**src/rtl/wb_burst_master.sv**
```systemverilog
// wb_burst_master
//   Wishbone B3 master engine. Accepts one request at a time from the core
//   side and runs an incrementing (linear) burst of 1..MAX_BEATS beats. Every
//   strobe cycle without ack/err is counted by a watchdog. After TIMEOUT_CYC
//   consecutive stalled cycles the burst is aborted.
//
// Ports
//   i_clk, quick_n_reset      clock, asynchronous active-low reset
//   i_req / o_req_ready       request handshake (ready only in IDLE)
//   i_req_we/adr/sel/beats    request attributes, latched on acceptance
//   i_wdata / o_wdata_pop     write data source (FWFT) and its pop strobe
//   o_rdata / o_rdata_valid   captured read data, one pulse per read beat
//   o_done / o_err / o_timeout  one-cycle completion / abort status pulses
//   o_state                   IDLE=0, BURST=1, LAST=2 (for a bound checker)
//   o_wb_* / i_wb_*           Wishbone B3 master bus
module wb_burst_master #(
  parameter int DW          = 32,
  parameter int AW          = 32,
  parameter int MAX_BEATS   = 8,
  parameter int TIMEOUT_CYC = 1000,
  localparam int BW         = $clog2(MAX_BEATS) + 1,
  localparam int SW         = DW / 8
) (
  input  logic          i_clk,
  input  logic          quick_n_reset,
  input  logic          i_req,
  output logic          o_req_ready,
  input  logic          i_req_we,
  input  logic [AW-1:0] i_req_adr,
  input  logic [SW-1:0] i_req_sel,
  input  logic [BW-1:0] i_req_beats,
  input  logic [DW-1:0] i_wdata,
  output logic          o_wdata_pop,
  output logic [DW-1:0] o_rdata,
  output logic          o_rdata_valid,
  output logic          o_done,
  output logic          o_err,
  output logic          o_timeout,
  output logic [1:0]    o_state,
  output logic [AW-1:0] o_wb_adr,
  output logic [SW-1:0] o_wb_sel,
  output logic          o_wb_we,
  output logic [DW-1:0] o_wb_dat,
  output logic          o_wb_cyc,
  output logic          o_wb_stb,
  output logic [2:0]    o_wb_cti,
  output logic [1:0]    o_wb_bte,
  input  logic          i_wb_ack,
  input  logic          i_wb_err,
  input  logic [DW-1:0] i_wb_dat
);

  localparam int WW = $clog2(TIMEOUT_CYC);

  typedef enum logic [1:0] {
    ST_IDLE  = 2'd0,
    ST_BURST = 2'd1,
    ST_LAST  = 2'd2
  } state_t;

  state_t        state_reg, state_next;
  logic [AW-1:0] adr_reg, adr_next;
  logic [SW-1:0] sel_reg, sel_next;
  logic          we_reg, we_next;
  logic [BW-1:0] rem_reg, rem_next;
  logic          single_reg, single_next;
  logic [WW-1:0] wdog_reg, wdog_next;
  logic [DW-1:0] rdata_reg, rdata_next;
  logic          rdata_valid_reg, rdata_valid_next;
  logic          done_reg, done_next;
  logic          err_reg, err_next;
  logic          timeout_reg, timeout_next;

  logic [BW-1:0] beats_eff;
  logic          active;

  // Zero means a single beat; anything above MAX_BEATS is clamped.
  always_comb begin
    if (i_req_beats == '0) begin
      beats_eff = BW'(1);
    end else if (i_req_beats > BW'(MAX_BEATS)) begin
      beats_eff = BW'(MAX_BEATS);
    end else begin
      beats_eff = i_req_beats;
    end
  end

  assign active = (state_reg != ST_IDLE);

  always_ff @(posedge i_clk or negedge quick_n_reset) begin
    if (!quick_n_reset) begin
      state_reg       <= ST_IDLE;
      adr_reg         <= '0;
      sel_reg         <= '0;
      we_reg          <= 1'b0;
      rem_reg         <= '0;
      single_reg      <= 1'b0;
      wdog_reg        <= '0;
      rdata_reg       <= '0;
      rdata_valid_reg <= 1'b0;
      done_reg        <= 1'b0;
      err_reg         <= 1'b0;
      timeout_reg     <= 1'b0;
    end else begin
      state_reg       <= state_next;
      adr_reg         <= adr_next;
      sel_reg         <= sel_next;
      we_reg          <= we_next;
      rem_reg         <= rem_next;
      single_reg      <= single_next;
      wdog_reg        <= wdog_next;
      rdata_reg       <= rdata_next;
      rdata_valid_reg <= rdata_valid_next;
      done_reg        <= done_next;
      err_reg         <= err_next;
      timeout_reg     <= timeout_next;
    end
  end

  always_comb begin
    state_next       = state_reg;
    adr_next         = adr_reg;
    sel_next         = sel_reg;
    we_next          = we_reg;
    rem_next         = rem_reg;
    single_next      = single_reg;
    wdog_next        = wdog_reg;
    rdata_next       = rdata_reg;
    rdata_valid_next = 1'b0;
    done_next        = 1'b0;
    err_next         = 1'b0;
    timeout_next     = 1'b0;

    case (state_reg)
      ST_IDLE: begin
        if (i_req) begin
          adr_next    = i_req_adr;
          sel_next    = i_req_sel;
          we_next     = i_req_we;
          rem_next    = beats_eff;
          single_next = (beats_eff == BW'(1));
          wdog_next   = '0;
          state_next  = (beats_eff == BW'(1)) ? ST_LAST : ST_BURST;
        end
      end
      ST_BURST, ST_LAST: begin
        // Error takes priority over a simultaneous ack: the beat is not
        // counted as transferred.
        if (i_wb_err) begin
          state_next = ST_IDLE;
          err_next   = 1'b1;
          wdog_next  = '0;
        end else if (i_wb_ack) begin
          adr_next  = adr_reg + AW'(SW);
          rem_next  = rem_reg - BW'(1);
          wdog_next = '0;
          if (!we_reg) begin
            rdata_next       = i_wb_dat;
            rdata_valid_next = 1'b1;
          end
          if (state_reg == ST_LAST) begin
            state_next = ST_IDLE;
            done_next  = 1'b1;
          end else if (rem_reg == BW'(2)) begin
            state_next = ST_LAST;
          end
        end else if (wdog_reg == WW'(TIMEOUT_CYC - 1)) begin
          // This is the TIMEOUT_CYC-th stalled strobe cycle.
          state_next   = ST_IDLE;
          err_next     = 1'b1;
          timeout_next = 1'b1;
          wdog_next    = '0;
        end else begin
          wdog_next = wdog_reg + WW'(1);
        end
      end
      default: begin
        state_next = ST_IDLE;
      end
    endcase
  end

  // Bus control follows the state register directly so that an asynchronous
  // reset drops cyc/stb without waiting for a clock edge.
  always_comb begin
    case (state_reg)
      ST_BURST: o_wb_cti = 3'b010;
      ST_LAST:  o_wb_cti = single_reg ? 3'b000 : 3'b111;
      default:  o_wb_cti = 3'b000;
    endcase
  end

  assign o_req_ready   = (state_reg == ST_IDLE);
  assign o_state       = state_reg;
  assign o_wb_cyc      = active;
  assign o_wb_stb      = active;
  assign o_wb_adr      = adr_reg;
  assign o_wb_sel      = sel_reg;
  assign o_wb_we       = we_reg;
  assign o_wb_bte      = 2'b00;
  assign o_wb_dat      = i_wdata;
  assign o_wdata_pop   = i_wb_ack & we_reg & active & ~i_wb_err;
  assign o_rdata       = rdata_reg;
  assign o_rdata_valid = rdata_valid_reg;
  assign o_done        = done_reg;
  assign o_err         = err_reg;
  assign o_timeout     = timeout_reg;

endmodule
```
**config.mk**
```make
export PLATFORM = sky130hd
export DESIGN_NAME = wb_burst_master
export DESIGN_NICKNAME = d
export VERILOG_FILES = /design/src/rtl/wb_burst_master.sv
export SDC_FILE = /design/constraint.sdc
export NUM_CORES = 1
export LEC_CHECK = 0
export CAP_MARGIN = 20
export CORE_MARGIN = 4
export CORE_UTILIZATION = 38
export DETAILED_ROUTE_END_ITERATION = 7
export PLACE_DENSITY = 0.78
export SLEW_MARGIN = 0
export SYNTH_ARGS = -nofsm -noshare
export SYNTH_HDL_FRONTEND = slang
export SYNTH_SLANG_ARGS = --single-unit
```
**constraint.sdc**
```tcl
create_clock -name i_clk -period 2.3 [get_ports i_clk]
set_clock_uncertainty 0.15 [all_clocks]
set_input_delay 0.345 -clock i_clk [delete_from_list [all_inputs] [get_ports i_clk]]
set_output_delay 0.345 -clock i_clk [all_outputs]
set_load 0.01 [all_outputs]
```
# == Word level (Yosys, flattened, before mapping) ==
# Index checks and enable logic that the tools add are counted.
# Widths: inputs -> output; s select.
# op_classes
addsub,3
n_lt_le_gt_ge,1
n_eq_ne,10
muxes,39
bitwise,5
reduce_logical,10
# ops
operator,count
$mux 32,3
$pmux 32 s2,1
$mux 10,4
$add 32x3->32 const B,1
$mux 4,5
$pmux 10 s2,1
$mux 1,14
$mux 2,7
$add 10x1->10 const B,1
$eq 10x10->1 const B,1
$pmux 4 s2,1
$reduce_and 4->1,2
$ne 2x2->1 const B,3
$pmux 3 s2,1
$ne 5x5->1 const B,1
$eq 4x1->1 const B,1
$eq 4x2->1 const B,1
$gt 4x4->1 const B,1
$logic_not 4->1,1
$ne 4x4->1 const B,1
$pmux 2 s2,1
$reduce_and 2->1,2
$reduce_bool 2->1,2
$sub 4x1->4 const B,1
other kinds (8),11
# totals
register_bits,90
in_bits,110
output_inout_bits,116
elab_cells,80

# == Longest topological paths before layout ==
# logic_depth
depth_word,7
ltp_mapped,10
depth_no_buf,7

# == Worst setup path before layout ==
# OpenSTA, ideal clock, no wires.
# synth_path
path_type,register to register
startpoint,reg state_reg[0] (netlist: o_state[0])
endpoint,reg adr_reg[15] (netlist: o_wb_adr[15])
setup_time_ns,0.123
arrival_time_ns,1.991
required_time_ns,2.027
slack_ns,0.036
stages_incl_launch_ff,10
path_buffers,2
period_less_slack_ns,2.264
path_cell_list,dfrtp_1 > inv_1 > ha_1 > inv_1 > clkbuf_1 > o211ai_1 > clkbuf_1 > nor4_1 > o21ai_0 > nand2_1
# synth_via
elab_chain_cells,4
elab_cells_between_ends,10
classes_between,5 x eq/ne; 1 x mux; 4 x reduce/logical
# synth_lines
element,line,text
start: declaration,61,"state_t state_reg, state_next;"
start signal: assignment,105,state_reg <= state_next;
$eq 2x2->1 / $eq 2x1->1 (equally long branches),134,case (state_reg)
$reduce_or 2->1,134,
$ne 2x2->1 (no line) / $reduce_bool 2->1 (equally long branches),n/a,
$reduce_and 4->1 (no line),n/a,
end signal: assignment,106,adr_reg <= adr_next;
end: declaration,62,"logic [AW-1:0] adr_reg, adr_next;"
# Parallel ways exist; a longest one is shown, timed or not.
# A chain may end at the register's enable or synchronous reset.

# == Final worst setup path ==
# layout_path
startpoint,reg state_reg[1] (netlist: o_state[1])
endpoint,out o_wb_stb
# layout_via
elab_chain_cells,1
# layout_lines
element,line,text
$reduce_bool 2->1,88,assign active = (state_reg != ST_IDLE);
end: declaration,45,"output logic o_wb_stb,"
# No other way between the ends.

==> out/metrics.cfg <==
[finish]
postLayoutCoreUtil_pct=55.0
nFillCells=1162
final_common_cell=clkdlybuf4s50_1
diodes=0
fin_cells=815
nNetsFinal=757
syn_to_final_growth_pct=42.0
drive_above_1_share_pct=17.1
most-common-layout-cells=clkdlybuf4s50_1, dfrtp_1, mux2_2

[global_route]
grt_start_max_net_pins=47
grt-ovfl-total=0
busiest_layer=met2
grt_pass1_vias=4347
use_met1_pct=23.9
antenna_found_initial=0
grt_util_met3_pct=3.12
grt_usage_pct=18.4
grt_pass1_wl_mm=21.7
use_met2_pct=30.8

[logic_synthesis]
synth_warnings=0
ys_ff_latch=90
synthFlopType=dfrtp_1
synth-edff-count=0
async_flop_share_pct=100
ys_types=51
ys_seq_area_share_pct=46.0
synth_area_um2=4890
syn_inst=490
avgSynthCellArea_um2=9.98

[floorplanning]
ios=226
rows=41
die-area_um2=14800
core_um2=12600
die_x_um=121
start_util_pct=38.8
die-height_um=121

[clock_tree]
cts_sinks=90
clkTransAtPathRegs_ns=0.06
cts_max_level=3
cts_buffer_depth=2
numCtsBuffers=9
clkLatencyLatePin_ns=0.34
clockRootBuffer=clkbuf_16
cts_tree=yes

[timing]
fmax_ghz=0.452
fin_crit_ns=2.21
finalHoldViolCount=0
report.final.slew_viol_count=0
worstMarginPinSlew_ns=0.590
slew-limit-headroom_pct=60.7
fin_hold_ws_ns=0.335
setup_viol=0
rsz0062_at_grt=true
period_share_pct=96.1

[pwr]
ir_drop_mv=0.624
p_per_area_nw_per_um2=1360
p_leak_nw=2.92
total_power_mw=9.48

[status]
outcome=completed

[worst_setup_path]
worstSetupPathType=reg -> out
rr_startpoint=o_state[1]$_DFFE_PN0P_
required_ns=1.80
cp.arrival_ns=1.72
critPathCaptureType=output pin
setup.worst_path.start=o_state[1]$_DFFE_PN0P_
start_kind=register
cp_max_fo=7

[routing]
vias=4291
wl_per_cell_um=16.6
dr.pass1.iters=5
routed_via_density=5.27
drt-total-wl_mm=13.5
ant_nets=0
drc=0
drt-initial-drc-count=245

[job]
cap_violations=0

[place]
gp_congestion=0.827
dp_cells=797
dp_hpwl_mm=10.2
io_buffers=159

[worst_hold_path]
min_from=o_wb_adr[1]$_DFFE_PN0P_
hold_class=reg -> reg

-- where the power goes --
part           total (mW)  internal (mW)  switching, mW
Sequential           2.97           2.29          0.675
Combinational        5.14           2.72           2.42
Clock                1.37          0.735          0.633
Total                9.48           5.75           3.73
-- path summary, 6_finish.rpt --
kind	end	slack, ns	depth (start not counted)
max	o_wb_stb	0.09	5
min	o_wb_adr[1]$_DFFE_PN0P_	0.33	2
max reg2reg	o_rdata[28]$_DFFE_PN0P_	0.11	7
min reg2reg	o_wb_adr[1]$_DFFE_PN0P_	0.33	2
max in group asynchronous	o_wb_adr[4]$_DFFE_PN0P_	0.93	3
min in group asynchronous	o_done$_DFF_PN0_	0.40	2
-- cell usage after synthesis, drive strengths merged (6+ instances only) --
cell | n | area [um2]
inv | 11 | 41.3
nand3 | 24 | 120
or3 | 6 | 42.5
mux2i | 12 | 120
buf | 44 | 307
o22ai | 20 | 125
ha | 9 | 113
and3 | 16 | 100
nor3 | 10 | 71.3
nand4 | 16 | 115
clkbuf | 12 | 46.3
nand2 | 39 | 146
mux2 | 42 | 473
o21ai | 21 | 105
a21oi | 24 | 120
nor2 | 41 | 154
dfrtp | 90 | 2250
-- cell families after synthesis --
logic type                 Yosys count  share of synthesized area, %
other                                1                        0.0767
and+or+nand+nor                    175                          19.2
buffers and inverters               67                          8.06
xor gates and xnor gates             6                          1.07
adders and majority gates            9                          2.30
muxes                               54                          12.1
AOI/OAI and AO/OA                   88                          11.1
DFF                                 90                          46.0
-- through the flow --
step	setup slack [ns]	setup TNS, ns	area (um2)
2_1_floorplan	0.0365	0	4900
3_3_place_gp	-0.140	-1.84	6630
3_5_place_dp	-0.113	-1.38	6630
4_1_cts	0.00944	0	6920
5_1_grt	-0.0105	-0.0174	6950
6_report	0.0897	0	6950
-- per-layer routing --
| metal | share of wire [%] | up-vias |
|---|---|---|
| met4 | 1.7 | 0 |
| met3 | 5.6 | 23 |
| li1 | - | 2030 |
| met5 | 0 | - |
| met1 | 41 | 2089 |
| met2 | 52 | 149 |
-- final cells by class --
class	instances	area (um2)	share of cell area [%]
multi-input combinational	334	2280	32.9
timing repair buffer	192	1880	27.1
clock buffer	10	229	3.30
tap	172	215	3.10
inverter	11	41.3	0.594
sequential	90	2250	32.4
clock inverter	6	42.5	0.612
-- critical path, stage by stage (launching register included) --
cell             delay, ns
dfrtp_1               0.38
inv_1                 0.14
ha_4                  0.19
inv_1                 0.06
buf_4                 0.13
clkdlybuf4s50_1       0.47
-- repair_timing --
action,in CTS,in global routing
pin swaps,0,1
endpoints found under the setup margin,6,23
setup buffers,0,1
resized for setup,8,6
hold buffers,1,0
endpoints found under the hold margin,44,0
(Power assumes the default switching activity.)
